$ cat config.mk
export PLATFORM = sky130hd
export DESIGN_NAME = vga_axil_regfile
export DESIGN_NICKNAME = d
export VERILOG_FILES = /design/src/rtl/vga_axil_regfile.sv
export SDC_FILE = /design/constraint.sdc
export NUM_CORES = 1
export LEC_CHECK = 0
export BUFFER_PORTS_ARGS = -buffer_cell sky130_fd_sc_hd__buf_2
export CAP_MARGIN = 20
export CELL_PAD_IN_SITES_DETAIL_PLACEMENT = 1
export CELL_PAD_IN_SITES_GLOBAL_PLACEMENT = 1
export CORE_AREA = 10 10 255 257
export DETAILED_ROUTE_END_ITERATION = 16
export DIE_AREA = 0 0 265 267
export GPL_TIMING_DRIVEN = 0
export PLACE_DENSITY = 0.64
export SYNTH_ARGS = -nofsm -noshare
export SYNTH_HDL_FRONTEND = slang
export SYNTH_SLANG_ARGS = --single-unit
$ cat constraint.sdc
create_clock -name clk -period 2.5 [get_ports clk]
set_clock_uncertainty 0.05 [all_clocks]
set_input_delay 0.5 -clock clk [delete_from_list [all_inputs] [get_ports clk]]
set_output_delay 0.5 -clock clk [all_outputs]
set_load 0.01 [all_outputs]
$ cat src/rtl/vga_axil_regfile.sv
// rtl/vga_axil_regfile.sv - AXI4-Lite slave register file for the VGA control plane
module vga_axil_regfile #(
    parameter int                         ADDR_W   = 32,
    parameter int                         DATA_W   = 32,
    parameter int                         NUM_REGS = 8,
    parameter logic [NUM_REGS-1:0]        RO_MASK  = '0,
    parameter logic [NUM_REGS*DATA_W-1:0] RST_VAL  = '0
) (
    input  logic                         clk,
    input  logic                         arst_n,
    input  logic [ADDR_W-1:0]            awaddr,
    input  logic                         awvalid,
    output logic                         awready,
    input  logic [DATA_W-1:0]            wdata,
    input  logic [DATA_W/8-1:0]          wstrb,
    input  logic                         wvalid,
    output logic                         wready,
    output logic [1:0]                   bresp,
    output logic                         bvalid,
    input  logic                         bready,
    input  logic [ADDR_W-1:0]            araddr,
    input  logic                         arvalid,
    output logic                         arready,
    output logic [DATA_W-1:0]            rdata,
    output logic [1:0]                   rresp,
    output logic                         rvalid,
    input  logic                         rready,
    output logic [NUM_REGS*DATA_W-1:0]   regs_o,
    input  logic [NUM_REGS*DATA_W-1:0]   ro_i,
    output logic [NUM_REGS-1:0]          wr_pulse_o
);
    localparam int STRB_W = DATA_W / 8;
    localparam int OFFS   = $clog2(STRB_W);

    logic                aw_full;
    logic                w_full;
    logic [ADDR_W-1:0]   aw_addr_q;
    logic [DATA_W-1:0]   w_data_q;
    logic [STRB_W-1:0]   w_strb_q;
    logic [DATA_W-1:0]   regs_q [NUM_REGS];
    logic [ADDR_W-1:0]   wr_idx;
    logic [ADDR_W-1:0]   rd_idx;
    logic [NUM_REGS-1:0] wr_hit;
    logic [DATA_W-1:0]   rd_val;
    logic                rd_in_range;
    logic [1:0]          wr_resp;
    logic                aw_hs;
    logic                w_hs;
    logic                ar_hs;
    logic                commit;

    assign awready = !aw_full;
    assign wready  = !w_full;
    assign arready = !rvalid || rready;
    assign aw_hs   = awvalid && awready;
    assign w_hs    = wvalid && wready;
    assign ar_hs   = arvalid && arready;
    assign commit  = aw_full && w_full && (!bvalid || bready);

    assign wr_idx = aw_addr_q >> OFFS;
    assign rd_idx = araddr >> OFFS;

    // Read-only registers source their value from ro_i; their storage stays at zero.
    always_comb begin
        wr_hit      = '0;
        rd_val      = '0;
        rd_in_range = 1'b0;
        for (int i = 0; i < NUM_REGS; i++) begin
            wr_hit[i] = (wr_idx == ADDR_W'(i));
            if (rd_idx == ADDR_W'(i)) begin
                rd_in_range = 1'b1;
                rd_val      = RO_MASK[i] ? ro_i[i*DATA_W +: DATA_W] : regs_q[i];
            end
        end
    end

    always_comb begin
        wr_resp = 2'b00;
        if (wr_hit == '0) begin
            wr_resp = 2'b11;
        end else if ((wr_hit & RO_MASK) != '0) begin
            wr_resp = 2'b10;
        end
    end

    always_ff @(posedge clk or negedge arst_n) begin
        if (!arst_n) begin
            aw_full    <= 1'b0;
            w_full     <= 1'b0;
            aw_addr_q  <= '0;
            w_data_q   <= '0;
            w_strb_q   <= '0;
            bvalid     <= 1'b0;
            bresp      <= 2'b00;
            rvalid     <= 1'b0;
            rresp      <= 2'b00;
            rdata      <= '0;
            wr_pulse_o <= '0;
            for (int i = 0; i < NUM_REGS; i++) begin
                regs_q[i] <= RO_MASK[i] ? '0 : RST_VAL[i*DATA_W +: DATA_W];
            end
        end else begin
            if (commit) begin
                aw_full <= 1'b0;
            end else if (aw_hs) begin
                aw_full   <= 1'b1;
                aw_addr_q <= awaddr;
            end

            if (commit) begin
                w_full <= 1'b0;
            end else if (w_hs) begin
                w_full   <= 1'b1;
                w_data_q <= wdata;
                w_strb_q <= wstrb;
            end

            // A zero strobe still counts as a committed write and pulses.
            wr_pulse_o <= commit ? (wr_hit & ~RO_MASK) : '0;
            for (int i = 0; i < NUM_REGS; i++) begin
                for (int k = 0; k < STRB_W; k++) begin
                    if (commit && wr_hit[i] && !RO_MASK[i] && w_strb_q[k]) begin
                        regs_q[i][8*k +: 8] <= w_data_q[8*k +: 8];
                    end
                end
            end

            if (commit) begin
                bvalid <= 1'b1;
                bresp  <= wr_resp;
            end else if (bvalid && bready) begin
                bvalid <= 1'b0;
            end

            if (ar_hs) begin
                rvalid <= 1'b1;
                rdata  <= rd_val;
                rresp  <= rd_in_range ? 2'b00 : 2'b11;
            end else if (rvalid && rready) begin
                rvalid <= 1'b0;
            end
        end
    end

    for (genvar i = 0; i < NUM_REGS; i++) begin : g_regs_o
        assign regs_o[i*DATA_W +: DATA_W] = regs_q[i];
    end
endmodule

* Word level (Yosys, flattened, before mapping)
Cells that the tools add are included.
Word-level totals: register bits after elaboration 372, input bits 363, word-level logic and storage cells 147, output and inout port bits 305
Cells by class: bitwise logic cells 1, reductions and logical operators 62, mux-type cells 27, eq/ne operators 14
Operators by type and width (count):
- 32-bit two-way mux | 8
- 30-bit by 3-bit equality test with 1-bit output (second input constant) | 8
- 30-bit by 2-bit equality test with 1-bit output (second input constant) | 4
- 32-bit zero test | 2
- 30-bit by 1-bit equality test with 1-bit output (second input constant) | 2
- 1-bit logical AND | 47
- 1-bit two-way mux | 16
- 8-bit zero test | 1
- 8-bit two-way mux | 1
- 2-bit nonzero test | 4
- 1-bit zero test | 4
- 2-bit two-way mux | 2
- 2-bit AND reduction | 2
- 1-bit logical OR | 2
- 1-bit NOT | 1

* Longest topological paths before layout
Gate-level depths: netlist of the first run.
word-level depth 10, gate-level depth with buffers 8, mapped depth without buffers 5

* Least setup slack after synthesis of the first run
OpenSTA, ideal clock, no wires.
path type input port to flip-flop, start point in araddr[7], end point reg rdata[11], library setup time 131 ps, stages 7, data arrival time 2180 ps, slack 139 ps, data required time 2319 ps, path buffers 3, cell sequence or4_4 buf_6 or4_1 buf_2 buf_6 o2111ai_2 a21oi_2
Between the ends: cells in the longest elaborated chain, start to end 9, elaborated cells between the ends (all ways) 16, classes of those cells eq/ne (7); mux (8); reduce/logical (1)
Ends and longest elaborated chain:
- from (decl) | RTL line 21 | input logic [ADDR_W-1:0] araddr,
- 32-bit zero test | RTL line 70 | if (rd_idx == ADDR_W'(i)) begin
- 32-bit two-way mux (7 in series) | RTL line 70
- 32-bit two-way mux (*) | RTL line 70
- to (signal assigned) | RTL line 137 | rdata <= rd_val;
- to (decl) | RTL line 24 | output logic [DATA_W-1:0] rdata,
Mark *: on every way between the ends. The rest lies on a longest branch, timed or not. A chain may end at the register's enable or synchronous reset.

* Worst setup path after layout of the first run
start point reg aw_addr_q[29], end point reg regs_q (netlist bit regs_o[83])
Between the ends: cells in the longest elaborated chain, start to end 3
Ends and longest elaborated chain:
- from (decl) | RTL line 37 | logic [ADDR_W-1:0] aw_addr_q;
- from (signal assigned) | RTL line 107 | aw_addr_q <= awaddr;
- 30-bit by 2-bit equality test with 1-bit output | RTL line 69 | wr_hit[i] = (wr_idx == ADDR_W'(i));
- 1-bit logical AND (2 in series) | RTL line 122 | if (commit && wr_hit[i] && !RO_MASK[i] && w_strb_q[k]) begin
- to (signal, indexed assignment) | RTL line 100 | regs_q[i] <= RO_MASK[i] ? '0 : RST_VAL[i*DATA_W +: DATA_W];
- to (signal, indexed assignment) | RTL line 123 | regs_q[i][8*k +: 8] <= w_data_q[8*k +: 8];
- to (decl) | RTL line 40 | logic [DATA_W-1:0] regs_q [NUM_REGS];
Every way passes these cells.

==> impl_results.md, run 1 <==
- Clock sink count: 368
- CP Class: flip-flop to flip-flop
- Required @ worst endpoint: 2900 ps
- Clock latency on the worst-skew pair: 580 ps
- Residual DRC: 0
- Sequential share of the synthesized area: 0.550
- RR Endpoint: regs_o[83]
- #FFs+latches synth: 368
- Core ar.: 59900 um^2
- Worst Max-Slew Pin Slew: 1270 ps
- Asr flop ratio synth: 1.00
- Top cell type's share of synthesized area: 0.550
- Final setup vio count: 0
- Number of synthesized flops with an enable pin: 0
- Die W: 265 um
- Power per cell area: 762 nW/um^2
- Crit path time final: 2470 ps
- I/O pin total: 668
- RSZ-0062 raised after global routing: yes
- Status: complete, no violations
- Pre-antenna DRT Iters: 5
- Leading cell type in the layout, fill and taps excluded: buf_2
- Final GP Congestion: 0.815
- Critical path arrival: 2870 ps
- Initial drt markers: 781
- Initial Util: 0.279
- Synthesized area per cell: 13.5 um^2
- Max-slew violations: 0
- Syn Inst Count: 1243
- Crit share post-route: 0.989
- Post-Syn Area: 16700 um^2
- Final ANT Viol Nets: 0
- Max_slew headroom: 0.156
- Most frequent cells in the layout: buf_2 (415), dfrtp_1 (368), mux2_1 (212)
- Yosys cell types: 58
- Hold path cells: 2
- Vias post-DR: 13700
- Crit end category: flip-flop
- GR Util All Layers: 0.227
- Worst r2r src: aw_addr_q[29]
- Final Hold Viols: 0
- Ys flop type: dfrtp_1
- Detailed placer's ending HPWL: 60.6 mm
- Global-route wire length before repair: 114 mm
- Hold path endpoint: w_full
- Largest net degree at the start of global routing: 120
- Clk root buf: clkbuf_16
- Synth top area cells: dfrtp_1 (55%), mux2_1 (17%), mux2_2 (4.6%)
- Pre-CTS WS: -1680 ps
- Setup_tns: 0 ps
- IO buf count: 405
- Final WS setup: 28.2 ps
- CP startpoint kind: flip-flop
- Max Cap Viol: 0
- Grt ovf: 0
- Die ar.: 70800 um^2
- TritonCTS buffer count: 44
- Yosys top cell by area: dfrtp_1
- CTS tree: built
- Die H: 267 um
- WL/cell: 32.5 um
- # rows: 90
- Synth Warn #: 0
- Final net count: 2095
- Start point of the worst hold path: wvalid
- Fmax: 405 MHz
- Layout cells sized above 1: 0.430
- R2R cell count: 8
- Area growth, synth to finish: 33.4%
- Final wirelength: 82.8 mm
- Initial antenna violation count: 8
- VDD IR max: 491 uV
- Avg Vias per Cell: 5.36
- H-tree depth: 2
- Hold Crit Class: primary input to flip-flop
- Crit path max fanout: 8
- R2r setup slk: 30 ps
- Synthesized Nets: 1606
- Leakage: 11.1 nW
- Clock buffer depth: 3
- Clk slew on worst S/H paths: 60 ps
- Number of global-route vias before repair: 14700
[per-layer routing]
metal,routed length [um],vias to the layer above,track usage
met4,2280,12,0.0738
met3,6960,115,0.0685
met1,34800,7226,0.285
met5,73,-,0
met2,38600,572,0.366
li1,-,5747,-
[repair_timing]
item                                    CTS  global route
hold endpoints to repair                 50             0
endpoints found under the setup margin  313           257
pin swaps                                13             7
gates cloned                              1             0
buffers inserted                         17             4
hold buffers                              1             0
resized for setup                        87            52
[final cells by class]
class | instances | area, um^2
Sequential cell | 368 | 9210
Clock inverter | 16 | 224
Tap cell | 782 | 978
Inverter | 16 | 60.1
Multi-Input combinational cell | 784 | 7510
Fill cell | 6404 | 37600
Antenna cell | 1 | 2.50
Timing Repair Buffer | 444 | 2550
Buffer | 74 | 447
Clock buffer | 64 | 1350
[worst max-delay path, cell delays in order, from the launching register on]
cell and delay [ps]:
dfrtp_1 390, nor3_2 180, nand4_1 140, buf_4 180, nor4_4 350, buf_4 200, buf_12 160, nand3_4 250
mux2_4 420
[metrics by stage]
stage / hold slack, ps / instances / utilization / area (um^2) / power [mW]
floorplan: 154 / 1243 / - / 16700 / 8.61
finish: 89.3 / 2549 / 0.373 / 22300 / 17.0
global route: 78.0 / 2549 / 0.373 / 22300 / 17.7
global placement: 422 / 2430 / 0.330 / 19700 / 9.72
detailed placement: 409 / 2446 / 0.334 / 20000 / 9.93
CTS: 60.9 / 2544 / 0.370 / 22200 / 17.1
[cells in the mapped netlist, types with 8 or more instances]
master	count
buf_1	16
nor4_1	14
o2111ai_2	8
a21oi_2	8
dfrtp_1	368
and2_1	11
mux2_2	69
o22ai_1	33
nor3_1	42
o221ai_1	13
a21oi_1	25
a311oi_1	9
nand3_1	26
mux2_1	256
nand3_4	20
buf_2	12
a211oi_1	30
o211ai_1	18
o21ai_0	22
o32ai_1	8
inv_1	16
nand3_2	12
nand2_1	35
nor2_1	9
clkbuf_1	38
nand4_1	9
mux2i_1	23
a221oi_1	17
[cells by family (layout without fill, tap and decap cells)]
family                 after synthesis  after routing  synth area share
buffers and inverters               91            614            0.0242
AOI/OAI and AO/OA                  225            225             0.102
and+or+nand+nor                    209            209            0.0884
other                                0              1                 0
muxes                              350            350             0.235
DFF                                368            368             0.550
[where the power goes]
part           internal (mW)  switching, mW
logic                   1.01           1.48
registers               6.59          0.974
clock network           4.26           2.72
total                   11.9           5.17
[worst max-delay path by stage]
| stage | slack [ps] | end | from | cells after the start |
|---|---|---|---|---|
| after global routing | -60 | regs_o[74] | aw_addr_q[9] | 8 |
| after global placement | -6550 | regs_o[116] | arst_n | 1 |
| after detailed placement | -1680 | rdata[14] | araddr[7] | 7 |
| after floorplan | 140 | rdata[11] | araddr[7] | 7 |
| after CTS | 1 | regs_o[82] | aw_addr_q[30] | 8 |
| final | 30 | regs_o[83] | aw_addr_q[29] | 8 |
[state kept, by name, indices dropped and copies added, names as in the netlist, 4 cells and up]
name / count
rdata: 32
w_data_q: 32
wr_pulse_o: 8
aw_addr_q: 30
w_strb_q: 4
regs_o: 256
No activity file was read; power rests on OpenSTA's default activity.
==> run 2, diff against run 1 <==
--- a/config.mk
+++ b/config.mk
@@ -14,6 +14,7 @@
 export DIE_AREA = 0 0 265 267
 export GPL_TIMING_DRIVEN = 0
 export PLACE_DENSITY = 0.64
+export REMOVE_ABC_BUFFERS = 1
 export SYNTH_ARGS = -nofsm -noshare
 export SYNTH_HDL_FRONTEND = slang
 export SYNTH_SLANG_ARGS = --single-unit
==> run 2 against run 1 <==
The run now ends with negative setup slack left. Global-route usage decreased by 1.0 points. Utilization is 0.87 points higher. Wire length decreased by 4.5%. Sequential power up 3.4%. First-iteration DRC count down 18%. Critical path depth is 1 lower. Design area increased by 2.3%. Count of clock-buffer cells in the layout unchanged. Worst setup slack lost 81 ps. Register-to-register slack got worse by 80 ps. Critical path type unchanged. Largest cell class unchanged.
==> impl_results.md, run 2 (synthesis gave the netlist of run 1 again) <==
- RSZ-0062 raised after global routing: yes
- R2r setup slk: -50 ps (-80 ps)
- Final net count: 2063 (-1.5%)
- Layout cells sized above 1: 0.497 (+0.0662)
- Clock sink count: 368 (unchanged)
- R2R cell count: 7 (-1)
- Final GP Congestion: 0.783 (-4.0%)
- Initial antenna violation count: 11 (+3)
- Vias post-DR: 13300 (-2.4%)
- Final ANT Viol Nets: 0 (unchanged)
- Crit path max fanout: 8 (unchanged)
- Die W: 265 um (unchanged)
- Residual DRC: 0 (unchanged)
- Max-slew violations: 0 (unchanged)
- RR Endpoint: regs_o[214]
- CP endpoint: regs_o[214]
- Crit end category: flip-flop
- Crit path from: aw_addr_q[31]
- Final setup vio count: 37 (+37)
- Finished Core Util: 0.381 (+0.00873)
- Clock buffer depth: 3 (unchanged)
- Required @ worst endpoint: 2900 ps (about the same)
- Status: complete, but fails checks
- IO buf count: 407 (+0.49%)
- WL/cell: 31.4 um (-3.3%)
- Avg Vias per Cell: 5.30 (-1.2%)
- Pre-antenna DRT Iters: 5 (unchanged)
- Worst path depth: 7 (-1)
- Clk root buf: clkbuf_16
- Leakage: 11.4 nW (+2.8%)
- Detailed placer's ending HPWL: 56.6 mm (-6.6%)
- Initial drt markers: 638 (-18%)
- Worst r2r src: aw_addr_q[31]
- Final WS setup: -52.7 ps (-80.9 ps)
- VDD IR max: 594 uV (+21%)
- CP Buf/Inv Count: 2 (-1)
- Core ar.: 59900 um^2 (unchanged)
- Hold Crit Class: primary input to flip-flop
- TritonCTS buffer count: 44 (unchanged)
- Crit path time final: 2550 ps (+80.9 ps)
- CP max stage delay: 480 ps (+60 ps)
- Worst Max-Slew Pin Slew: 1060 ps (-210 ps)
- Most frequent cells in the layout: buf_2 (403), dfrtp_1 (368), mux2_4 (136)
- CTS tree: built
- CP most frequent cell: buf_6
- Die ar.: 70800 um^2 (unchanged)
- GR Util All Layers: 0.217 (-0.00999)
- Area growth, synth to finish: 36.5%
- Max_slew headroom: 0.296 (+0.140)
- Clock latency on the worst-skew pair: 580 ps (about the same)
- Critical path arrival: 2950 ps (+80 ps)
- Power per cell area: 725 nW/um^2 (-4.9%)
- Critical path's slowest cell: mux2_1
- Violated checks: negative setup slack
- I/O pin total: 668 (unchanged)
- Final Hold Viols: 0 (unchanged)
- Number of global-route vias before repair: 14500 (-1.9%)
- H-tree depth: 2 (unchanged)
- Max Cap Viol: 0 (unchanged)
- Crit share post-route: 1.02 (+0.0324)
- # rows: 90 (unchanged)
- Die H: 267 um (unchanged)
- Final wirelength: 79.1 mm (-4.5%)
- Grt ovf: 0 (unchanged)
- Hold WS: 88.4 ps (-0.926 ps)
- Top Family by Delay on Critical Path: simple AND/OR/NAND/NOR gates
- Leading cell type in the layout, fill and taps excluded: buf_2
- Clk slew on worst S/H paths: 60 ps (about the same)
- Largest net degree at the start of global routing: 116 (-3.3%)
- Total power: 16.6 mW (-2.7%)
- CP cell instances: nor3_4 -> nand4_1 -> buf_6 -> nor4_4 -> buf_6 -> nand3_2 -> mux2_1
- CP startpoint kind: flip-flop
- Initial Util: 0.279 (unchanged)
- CP Class: flip-flop to flip-flop
- Max reg flops: 256 (unchanged)
- Fmax: 392 MHz (-3.2%)
- Global-route wire length before repair: 111 mm (-3.0%)
==> run 2: cell types whose count changed in the layout (fill, tap and decap cells not counted), sizes merged <==
cell           previous run  this run
clkinv                    6        11
clkinvlp                  3         4
clkbuf                  104        64
bufinv                    5         1
buf                     471       484
inv                      18        17
clkdlybuf4s15             6         0
diode                     1         2
==> run 2: what timing repair did <==
action	in CTS	in global routing
pin swaps	19	7
hold buffers	1	0
buffers inserted	33	4
cloned	1	0
setup endpoints to repair	292	283
endpoints found under the hold margin	64	0
resized for setup	75	122
==> run 2: worst min-delay path by stage <==
stage / slack [ps] / to / cells after the start / startpoint
floorplan: 150 / aw_addr_q[10] / 0 / arst_n
global placement: 440 / regs_o[170] / 1 / regs_o[170]
detailed placement: 450 / aw_addr_q[20] / 1 / arst_n
CTS: 50 / aw_addr_q[4] / 3 / awaddr[4]
global route: 80 / w_full / 2 / wvalid
finish: 90 / aw_addr_q[4] / 3 / awaddr[4]
==> run 2: layout make-up <==
class	count	area, um^2
fillers	6428	37100
clock inverters	16	121
multi-input cells	784	7960
repair inverters	1	5.00
flip-flops and latches	368	9210
inverters	16	63.8
clock buffers	64	1310
diodes	2	5.00
well taps	782	978
repair buffers	485	3200
==> run 2: worst reg2reg max path, delay by kind of cell, from the launching register on <==
kind | cells | cell delay, ps
buffers and inverters | 2 | 370
flip-flops | 1 | 410
multiplexers | 1 | 480
AND/OR/NAND/NOR | 4 | 1120
==> run 2: stage by stage <==
step	cells	setup TNS (ps)	worst slack, ps	instance area (um^2)
after CTS	2514	-8880	-122	22300
after detailed placement	2400	-258470	-2000	20200
after global routing	2517	-9130	-146	22800
after floorplan	1168	-864600	-3810	16400
after global placement	2357	-4363860	-10520	19400
final	2518	-605	-52.7	22900
==> run 2: report_power, final <==
group	switching, mW	leakage, nW	internal, mW
Combinational	1.24	5.78	1.11
Clock	2.66	0.710	3.73
Sequential	1.24	4.92	6.58
==> run 2: layer usage <==
metal  share of wire  track usage
met4           0.023       0.0530
met3           0.095       0.0841
met5          0.0010            0
met1            0.41        0.264
met2            0.47        0.354
